$ cat src/rtl/mux_pkg.sv
// Shared constants and helpers for the round-robin stream multiplexer.
// Provides arbitration mode codes, channel-index width and one-hot decode.
package mux_pkg;

    localparam int MODE_FIXED = 0;
    localparam int MODE_RR    = 1;
    localparam int MAX_CH     = 64;

    function automatic int ch_w(input int n);
        return (n <= 1) ? 1 : $clog2(n);
    endfunction

    // OR-reduction of set indices; exact for a one-hot input.
    function automatic int onehot_to_idx(input logic [MAX_CH-1:0] oh);
        int idx;
        idx = 0;
        for (int i = 0; i < MAX_CH; i++) begin
            if (oh[i]) idx = idx | i;
        end
        return idx;
    endfunction

endpackage

$ cat src/rtl/mux_rr_stream_arbiter.sv
// Combinational one-hot arbiter: fixed priority or round-robin from ptr.
// Ports: req (requests), ptr (rr start), lock_vld/lock_ch (forced grant), grant.
module rr_arbiter
    import mux_pkg::*;
#(
    parameter  int NCH  = 4,
    parameter  int MODE = MODE_RR,
    localparam int CH_W = ch_w(NCH)
) (
    input  logic [NCH-1:0]  req,
    input  logic [CH_W-1:0] ptr,
    input  logic            lock_vld,
    input  logic [CH_W-1:0] lock_ch,
    output logic [NCH-1:0]  grant
);

    logic found;
    int   idx;

    always_comb begin
        grant = '0;
        found = 1'b0;
        idx   = 0;
        if (lock_vld) begin
            // Locked channel owns the output even while it is idle.
            for (int i = 0; i < NCH; i++) begin
                if (int'(lock_ch) == i) grant[i] = 1'b1;
            end
        end else if (MODE == MODE_FIXED || NCH == 1) begin
            for (int i = 0; i < NCH; i++) begin
                if (req[i] && !found) begin
                    grant[i] = 1'b1;
                    found    = 1'b1;
                end
            end
        end else begin
            for (int k = 0; k < NCH; k++) begin
                idx = (int'(ptr) + k) % NCH;
                if (req[idx] && !found) begin
                    grant[idx] = 1'b1;
                    found      = 1'b1;
                end
            end
        end
    end

endmodule

$ cat src/rtl/mux_rr_stream.sv
// NCH-to-1 valid/ready stream mux with arbiter, packet lock and output register.
// Ports: in_data/in_valid/in_last/in_ready per channel; out_data/out_ch/out_last/out_valid/out_ready.
module mux_rr_stream
    import mux_pkg::*;
#(
    parameter  int WIDTH    = 32,
    parameter  int NCH      = 4,
    parameter  int MODE     = MODE_RR,
    parameter  int PKT_LOCK = 0,
    localparam int CH_W     = ch_w(NCH)
) (
    input  logic                 clk,
    input  logic                 rst_n,
    input  logic [NCH*WIDTH-1:0] in_data,
    input  logic [NCH-1:0]       in_valid,
    input  logic [NCH-1:0]       in_last,
    output logic [NCH-1:0]       in_ready,
    output logic [WIDTH-1:0]     out_data,
    output logic [CH_W-1:0]      out_ch,
    output logic                 out_last,
    output logic                 out_valid,
    input  logic                 out_ready
);

    logic             load_en;
    logic [NCH-1:0]   grant;
    logic [NCH-1:0]   xfer_vec;
    logic             xfer;
    logic             xfer_last;
    logic [CH_W-1:0]  xfer_ch;
    logic [WIDTH-1:0] xfer_data;
    logic [CH_W-1:0]  rr_ptr;
    logic [CH_W-1:0]  ptr_nxt;
    logic             lock_vld;
    logic [CH_W-1:0]  lock_ch;

    rr_arbiter #(
        .NCH  (NCH),
        .MODE (MODE)
    ) u_arb (
        .req      (in_valid),
        .ptr      (rr_ptr),
        .lock_vld (lock_vld),
        .lock_ch  (lock_ch),
        .grant    (grant)
    );

    assign load_en   = !out_valid || out_ready;
    assign in_ready  = rst_n ? (grant & {NCH{load_en}}) : '0;
    assign xfer_vec  = in_valid & in_ready;
    assign xfer      = |xfer_vec;
    assign xfer_last = |(xfer_vec & in_last);
    assign xfer_ch   = CH_W'(onehot_to_idx(MAX_CH'(xfer_vec)));

    always_comb begin
        xfer_data = '0;
        for (int i = 0; i < NCH; i++) begin
            if (xfer_vec[i]) xfer_data = xfer_data | in_data[i*WIDTH +: WIDTH];
        end
    end

    always_comb begin
        ptr_nxt = '0;
        if (NCH > 1 && int'(xfer_ch) != NCH - 1) begin
            ptr_nxt = xfer_ch + CH_W'(1);
        end
    end

    always_ff @(posedge clk) begin
        if (!rst_n) begin
            out_valid <= 1'b0;
            out_data  <= '0;
            out_ch    <= '0;
            out_last  <= 1'b0;
            rr_ptr    <= '0;
            lock_vld  <= 1'b0;
            lock_ch   <= '0;
        end else begin
            if (xfer) begin
                out_valid <= 1'b1;
                out_data  <= xfer_data;
                out_ch    <= xfer_ch;
                out_last  <= xfer_last;
            end else if (out_ready) begin
                out_valid <= 1'b0;
            end
            // Inside a packet the pointer advances only on its last beat.
            if (xfer && (!lock_vld || xfer_last)) begin
                rr_ptr <= ptr_nxt;
            end
            if (PKT_LOCK != 0 && xfer) begin
                if (!lock_vld && !xfer_last) begin
                    lock_vld <= 1'b1;
                    lock_ch  <= xfer_ch;
                end else if (lock_vld && xfer_last) begin
                    lock_vld <= 1'b0;
                end
            end
        end
    end

endmodule

$ cat config.mk
export PLATFORM = sky130hd
export DESIGN_NAME = mux_rr_stream
export DESIGN_NICKNAME = d
export VERILOG_FILES = /design/src/rtl/mux_pkg.sv /design/src/rtl/mux_rr_stream_arbiter.sv /design/src/rtl/mux_rr_stream.sv
export SDC_FILE = /design/constraint.sdc
export NUM_CORES = 1
export LEC_CHECK = 0
export BUFFER_PORTS_ARGS = -buffer_cell sky130_fd_sc_hd__buf_2
export CAP_MARGIN = 20
export CORE_MARGIN = 2
export CORE_UTILIZATION = 40
export CTS_CLUSTER_DIAMETER = 50
export DETAILED_ROUTE_END_ITERATION = 8
export PLACE_DENSITY_LB_ADDON = 0.25
export SLEW_MARGIN = 20
export SYNTH_ARGS = -nofsm -noshare
export SYNTH_HDL_FRONTEND = slang
export SYNTH_HIERARCHICAL = 1
export SYNTH_SLANG_ARGS = --single-unit
$ cat constraint.sdc
create_clock -name clk -period 7 [get_ports clk]
set_input_delay 1.05 -clock clk [delete_from_list [all_inputs] [get_ports clk]]
set_output_delay 1.05 -clock clk [all_outputs]
set_load 0.01 [all_outputs]
==> flow_summary.ini, run 1 <==
[status]
status = completed

[logic_synthesis]
synthFlopType = dfxtp_1
synth_seq_cells = 38
syn_area_um2 = 2441
synth.avg_cell_area_um2 = 9.177
synth_edf_count = 0
seq_area_frac_synth_pct = 31.16
synth.distinct_cells = 37
synth_warnings = 6
syn_inst = 266
synthArstFlopShare_pct = 0
synth_area_leaders = dfxtp_1, a222oi_1, a22o_1
synth_top_area_share_pct = 31.16
yosys.area.top_type = dfxtp_1

[floorplan]
rows = 28
die_area_um2 = 6744
core_um2 = 5921
fp.dieW_um = 82.12
initial_utilization_pct = 41.23
boundaryPins = 179
die_y_um = 82.12

[pwr]
leakage_nw = 1.640
finalPower_w = 0.0006685
powerDensity_nw_per_um2 = 193.4
vdd_drop_max_v = 0.00007764

[detailed_routing]
wire_per_inst_um = 16.52
wl_um = 8423
dr.pass1.iters = 5
ant_nets = 0
vias = 2971
routed_via_density = 5.825
drc = 0
drtIter0Drc = 193

[placed_design]
placed_area_um2 = 3342
place_congestion = 0.8726
port_buffers = 178
dpl.hpwl_um = 5985
placedCellCount = 502

[finish]
layout-drive-gt1-share_pct = 46.31
final_area_um2 = 3457
syn_to_final_growth_pct = 41.62
final_cell_mix = buf_2, dfxtp_1, a21oi_1, a22o_1, a222oi_1
final_nets = 579
instances_no_fill = 510
mostFrequentLayoutCell = buf_2

[min_path]
hold_start = out_ch[1]$_SDFFE_PN0P_
hold_path_depth = 2
holdPathEnd = out_ch[1]$_SDFFE_PN0P_
hold_path_class = flip-flop to flip-flop

[timing]
slew_headroom_pct = 37.54
whs_ns = 0.4878
period_needed_ns = 3.967
rsz0062_at_grt = no
max_freq_mhz = 252.1
tns_ns = 0
tightestPinTransition_ns = 0.9346
setup_viol = 0
finalCritPeriodShare_pct = 56.67
hold_viol_final = 0
finalMaxSlewViolations = 0
final.setup_skew_ns = 0.007068

[global_routing]
track_usage_pct = 23.14
antenna_found_initial = 0
grt_pass1_wl_um = 12160
grt-ovfl-total = 0
grt_max_degree = 69
grt_pass1_vias = 2594

[critical_path]
crit_arrival_ns = 2.92
timing.setup.critical_path_class = primary input to output pin
crit_path_max_fanout = 7
cp-end-kind = output pin
r2r_start = rr_ptr[0]$_SDFFE_PN0P_
rrSetupSlack_ns = 3.26
ff2ff_path_depth = 11
r2r-end = out_data[18]$_SDFFE_PN0P_
startpoint_type = primary input
crit_required_ns = 5.95
startpoint = in_valid[3]

[cts]
cts.sinks = 38
cts_max_path_buffers = 2
clock_latency_ns = 0.29
root_buffer = clkbuf_8
cts_tree = done
clk_pin_slew_ns = 0.07
cts_buffers = 5
htree_levels = 2
post_cts_buffers = 0
ctsHoldBuffers = 0
cts_resized = 0

[job]
cap_viol_max_count = 0
==> flip-flops by register name, indices dropped and copies added (netlist names) <==
name / flops
rr_ptr: 2
out_valid: 1
out_last: 1
out_data: 32
out_ch: 2
==> per-stage QoR <==
step | util, % | setup slack [ns]
2_1_floorplan | - | 3.482
3_3_place_gp | 56.45 | 3.023
3_5_place_dp | 56.45 | 2.947
4_1_cts | 58.35 | 3.054
5_1_grt | 58.35 | 2.910
6_report | 58.39 | 3.033
==> worst max-delay path, stage by stage <==
cell and delay, ns:
buf_2 0.13, mux4_2 0.57, nor4b_4 0.38, nand2_1 0.10, a32oi_1 0.36, and3_1 0.21, buf_2 0.13
==> cell usage after synthesis, drive strengths merged (5+ instances only) <==
cell,count
a21oi,36
a221oi,5
a222oi,32
a22o,33
buf,21
clkbuf,9
dfxtp,38
ha,6
nand2,12
nand2b,5
o21ai,34
==> power breakdown <==
| part | internal, W | leakage [nW] | switching [W] |
|---|---|---|---|
| logic | 0.000103 | 1.27 | 0.000118 |
| clock network | 0.000114 | 0.0573 | 0.0000787 |
| registers | 0.000241 | 0.313 | 0.0000139 |
| total | 0.000458 | 1.64 | 0.000211 |
==> worst max path at each step <==
stage                     depth (start not counted)                         to
after floorplan                                   5                in_ready[3]
after global placement                           10  out_data[18]$_SDFFE_PN0P_
after detailed placement                         10  out_data[18]$_SDFFE_PN0P_
after CTS                                         7                in_ready[1]
after global routing                              8                in_ready[1]
final                                             7                in_ready[1]
==> routing by layer <==
| layer | up-vias | wire, um | GRT usage, % |
|---|---|---|---|
| li1 | 1434 | - | - |
| met1 | 1364 | 3413 | 28.38 |
| met2 | 159 | 4175 | 40.41 |
| met3 | 14 | 680 | 5.217 |
| met4 | 0 | 154 | 6.833 |
| met5 | - | 0 | 0 |
==> kinds of logic (layout without fill, tap and decap cells) <==
| logic type | count (synthesis) | count (layout) | share of synthesized area (%) |
|---|---|---|---|
| DFF | 38 | 38 | 31.16 |
| other | 1 | 10 | 0.1536 |
| muxes | 4 | 4 | 3.998 |
| adders and majority gates | 6 | 6 | 3.075 |
| AOI/OAI and AO/OA | 151 | 151 | 44.95 |
| buffers and inverters | 33 | 193 | 7.380 |
| and+or+nand+nor | 33 | 33 | 9.277 |
==> cell type report <==
class | count | area, um2
antenna | 1 | 2.502
clock buffer | 6 | 82.58
clock inverter | 1 | 30.03
fill | 569 | 2464
inverter | 3 | 11.26
multi-input combinational | 203 | 1548
sequential | 38 | 760.7
tap | 75 | 93.84
timing repair buffer | 183 | 928.4
No activity file was read; power rests on OpenSTA's default activity.
==> run 2: changes to the inputs <==
- CORE_UTILIZATION: 40 -> 37
- clock period: 7 -> 3.2 ns (I/O delays scaled with it)
==> flow_summary.ini, run 2 (same netlist as run 1, synthesis figures left out) <==
[detailed_routing]
wire_per_inst_um = 17.56
drtIter0Drc = 244
vias = 3029
wl_um = 9289
ant_nets = 0
routed_via_density = 5.726
drc = 0
dr.pass1.iters = 5

[floorplan]
core_um2 = 6350
die_y_um = 85.23
boundaryPins = 179
fp.dieW_um = 85.23
rows = 29
initial_utilization_pct = 38.44
die_area_um2 = 7263

[cts]
cts_tree = done
cts_buffers = 5
ctsHoldBuffers = 0
htree_levels = 2
root_buffer = clkbuf_8
clock_latency_ns = 0.30
cts.sinks = 38
clk_pin_slew_ns = 0.09
cts_max_path_buffers = 2

[finish]
fillers = 590
top_register = out_data
antenna_cells = 0
final_cell_mix = buf_2, dfxtp_1, a21oi_1, a22o_1, a222oi_1
utilization_pct = 58.05
top_regs = out_data: 32 flops, out_ch: 2 flops, rr_ptr: 2 flops
syn_to_final_growth_pct = 51.00
layout-drive-gt1-share_pct = 50.00
mostFrequentLayoutCell = buf_2
largest_reg_flops = 32
final_nets = 597

[critical_path]
cp-end-kind = flip-flop
crit_arrival_ns = 3.23
crit_path_max_fanout = 10
r2r_start = rr_ptr[0]$_SDFFE_PN0P_
crit_required_ns = 3.37
timing.setup.critical_path_class = flip-flop to flip-flop
startpoint_type = flip-flop
startpoint = rr_ptr[0]$_SDFFE_PN0P_

[global_routing]
grt_pass1_wl_um = 13700
grt_max_degree = 41
antenna_found_initial = 0
grt_pass1_vias = 2827
track_usage_pct = 23.24
grt-ovfl-total = 0

[placed_design]
port_buffers = 178
dpl.hpwl_um = 6455
place_congestion = 0.8793

[pwr]
vdd_drop_max_v = 0.0002060
leakage_nw = 1.754
powerDensity_nw_per_um2 = 419.4

[timing]
finalMaxSlewViolations = 0
period_needed_ns = 3.063
tns_ns = 0
tightestPinTransition_ns = 0.9019
final.setup_skew_ns = 0.01458
setup_viol = 0
hold_viol_final = 0
finalCritPeriodShare_pct = 95.71
max_freq_mhz = 326.5
slew_headroom_pct = 39.73

[min_path]
hold_start = out_ch[1]$_SDFFE_PN0P_
hold_path_class = flip-flop to flip-flop

[job]
cap_viol_max_count = 0

[status]
status = completed
[run 2: changes by cell type in the layout (fill, tap and decap cells not counted), sizes merged]
cell / before / now
clkbuf: 6 / 8
buf: 183 / 199
diode: 1 / 0
[run 2: cell type report]
| class | instances | area, um2 | share of cell area, % |
|---|---|---|---|
| well taps | 77 | 96.34 | 2.614 |
| inverters | 3 | 11.26 | 0.3055 |
| multi-input cells | 203 | 1567 | 42.50 |
| clock buffers | 6 | 82.58 | 2.240 |
| clock inverters | 1 | 30.03 | 0.8147 |
| repair buffers | 201 | 1135 | 30.79 |
| flip-flops and latches | 38 | 764.5 | 20.74 |
[run 2: through the flow]
stage / setup WS, ns / cells / area [um2] / hold slack, ns / power (W)
CTS: 0.04628 / 521 / 3557 / 0.4731 / 0.001503
global route: -0.01700 / 529 / 3686 / 0.4841 / 0.001631
finish: 0.1373 / 529 / 3686 / 0.4772 / 0.001546
global placement: 0.01941 / 514 / 3445 / 0.4550 / 0.001067
floorplan: 0.1946 / 274 / 2471 / 0.4942 / 0.0008583
detailed placement: 0.06335 / 514 / 3445 / 0.4665 / 0.001073
[run 2: final timing paths]
kind	endpoint	slack [ns]	depth (start not counted)
setup / recovery	out_data[18]$_SDFFE_PN0P_	0.14	12
hold / removal	out_ch[1]$_SDFFE_PN0P_	0.48	2
setup reg to reg	out_data[18]$_SDFFE_PN0P_	0.14	12
hold reg to reg	out_ch[1]$_SDFFE_PN0P_	0.48	2
[run 2: worst max-delay path, stage by stage, from the launching register on]
cell and delay (ns):
dfxtp_4 0.38, buf_6 0.12, mux4_2 0.50, buf_4 0.16, nor4b_4 0.31, nand2_1 0.11
a32oi_2 0.25, nand2_2 0.15, a311oi_4 0.41, buf_4 0.20, buf_6 0.11, buf_6 0.15
a21oi_1 0.07
[run 2: per-layer routing]
metal	vias up	wire, um	GRT usage [%]
met1	1424	3749	28.61
li1	1462	-	-
met4	0	86	4.762
met3	8	644	4.377
met5	-	0	0
met2	135	4809	42.12
[run 2: where the power goes]
group,internal (W),leakage [nW],switching [W]
combinational,0.000279,1.38,0.000285
clock,0.000250,0.0573,0.000179
sequential,0.000526,0.314,0.0000274
total,0.00105,1.75,0.000491
[run 2: what timing repair did]
action	4_1_cts	5_1_grt
endpoints found under the setup margin	0	37
setup buffers	0	5
resized for setup	0	10
==> run 3: changes to the inputs <==
- CORE_UTILIZATION: 37 -> 41
- clock period: 3.2 -> 3.3 ns (I/O delays scaled with it)
==> flow_summary.ini, run 3 (same netlist as run 1, synthesis figures left out) <==
[status]
status = completed

[pwr]
powerDensity_nw_per_um2 = 382.1
vdd_drop_max_v = 0.0001993
leakage_nw = 1.689

[critical_path]
timing.setup.critical_path_class = flip-flop to flip-flop
crit_path_max_fanout = 19
startpoint_type = flip-flop
cp-end-kind = flip-flop
startpoint = rr_ptr[1]$_SDFFE_PN0P_
r2r_start = rr_ptr[1]$_SDFFE_PN0P_
crit_arrival_ns = 3.27
crit_required_ns = 3.46

[detailed_routing]
drtIter0Drc = 280
ant_nets = 0
vias = 3033
drc = 0
wire_per_inst_um = 16.95
wl_um = 8814
routed_via_density = 5.833
dr.pass1.iters = 9

[global_routing]
grt-ovfl-total = 0
antenna_found_initial = 0
track_usage_pct = 23.65
grt_pass1_wl_um = 12260
grt_pass1_vias = 2635
grt_max_degree = 45

[timing]
tightestPinTransition_ns = 0.8907
slew_headroom_pct = 40.48
final.setup_skew_ns = 0.007014
setup_viol = 0
hold_viol_final = 0
max_freq_mhz = 322.1
tns_ns = 0
period_needed_ns = 3.105
rsz0062_at_grt = no
finalMaxSlewViolations = 0
finalCritPeriodShare_pct = 94.09

[floorplan]
die_area_um2 = 6587
fp.dieW_um = 81.16
initial_utilization_pct = 41.72
core_um2 = 5851
rows = 28
boundaryPins = 179
die_y_um = 81.16

[cts]
cts_tree = done
cts_max_path_buffers = 2
htree_levels = 2
clock_latency_ns = 0.29
cts_buffers = 5
cts.sinks = 38
root_buffer = clkbuf_8
clk_pin_slew_ns = 0.08
ctsHoldBuffers = 0

[finish]
multi_input_area_um2 = 1554
syn_to_final_growth_pct = 45.21
largest_reg_flops = 32
utilization_pct = 60.59
antenna_cells = 0
layout-drive-gt1-share_pct = 47.64
instances_no_fill = 520
seq_area_um2 = 760.7
fillers = 535
top_register = out_data
final_nets = 590
final_cell_mix = buf_2, dfxtp_1, a21oi_1, a22o_1, a222oi_1
mostFrequentLayoutCell = buf_2
top_regs = out_data: 32 flops, out_ch: 2 flops, rr_ptr: 2 flops

[job]
cap_viol_max_count = 0

[min_path]
hold_start = out_ch[1]$_SDFFE_PN0P_
hold_path_class = flip-flop to flip-flop

[placed_design]
place_congestion = 0.8769
dpl.hpwl_um = 6248
port_buffers = 178
placedCellCount = 510
## run 3: cell types whose count changed in the layout (fill, tap and decap cells not counted), sizes merged
cell      previous run  this run
buf                199       193
bufinv               1         0
clkbuf               8         7
clkinvlp             0         1
## run 3: what timing repair did
| item | CTS | global route |
|---|---|---|
| endpoints found under the setup margin | 0 | 8 |
| gates resized for setup | 0 | 2 |
| setup buffers | 0 | 2 |
## run 3: area by class of cell
type	instances	area share (%)
repair buffers	194	29.47
clock buffers	6	2.047
multi-input cells	203	43.84
clock inverters	1	0.2118
inverters	3	0.3177
flip-flops and latches	38	21.46
well taps	75	2.647
## run 3: worst paths after layout
path                                    to  slack, ns  cells after the start
setup / recovery  out_data[5]$_SDFFE_PN0P_       0.19                     11
hold / removal      out_ch[1]$_SDFFE_PN0P_       0.50                      2
setup reg to reg  out_data[5]$_SDFFE_PN0P_       0.19                     11
hold reg to reg     out_ch[1]$_SDFFE_PN0P_       0.50                      2
## run 3: worst max-delay path: stages, from the launching register on
cell and delay [ns]:
dfxtp_1 0.35, inv_1 0.09, ha_1 0.33, mux4_2 0.37
and2b_2 0.25, a221oi_1 0.27, a32oi_1 0.18, and2_1 0.18
buf_4 0.20, a22o_1 0.25, a222oi_1 0.38, a21oi_1 0.13
## run 3: power breakdown
part	internal, W	total, W	leakage (nW)	switching, W
combinational	0.000243	0.000512	1.34	0.000268
sequential	0.000510	0.000535	0.313	0.0000249
clock	0.000145	0.000308	0.0373	0.000163
total	0.000899	0.00135	1.69	0.000456
## run 3: metrics by stage
step / cell area (um2) / hold WS, ns / total power [W] / worst slack, ns
6_report: 3545 / 0.4972 / 0.001355 / 0.1950
5_1_grt: 3545 / 0.5135 / 0.001427 / 0.004288
4_1_cts: 3495 / 0.4903 / 0.001341 / 0.2354
3_5_place_dp: 3415 / 0.4851 / 0.001034 / 0.1422
3_3_place_gp: 3415 / 0.4866 / 0.001021 / 0.2095
2_1_floorplan: 2471 / 0.4942 / 0.0008323 / 0.2946
## run 3: per-layer routing
metal,vias to the layer above,wire length (um),global-route usage (%)
met2,172,4358,41.65
met1,1394,3635,29.45
li1,1453,-,-
met3,14,683,5.111
met5,-,0,0
met4,0,136,5.424
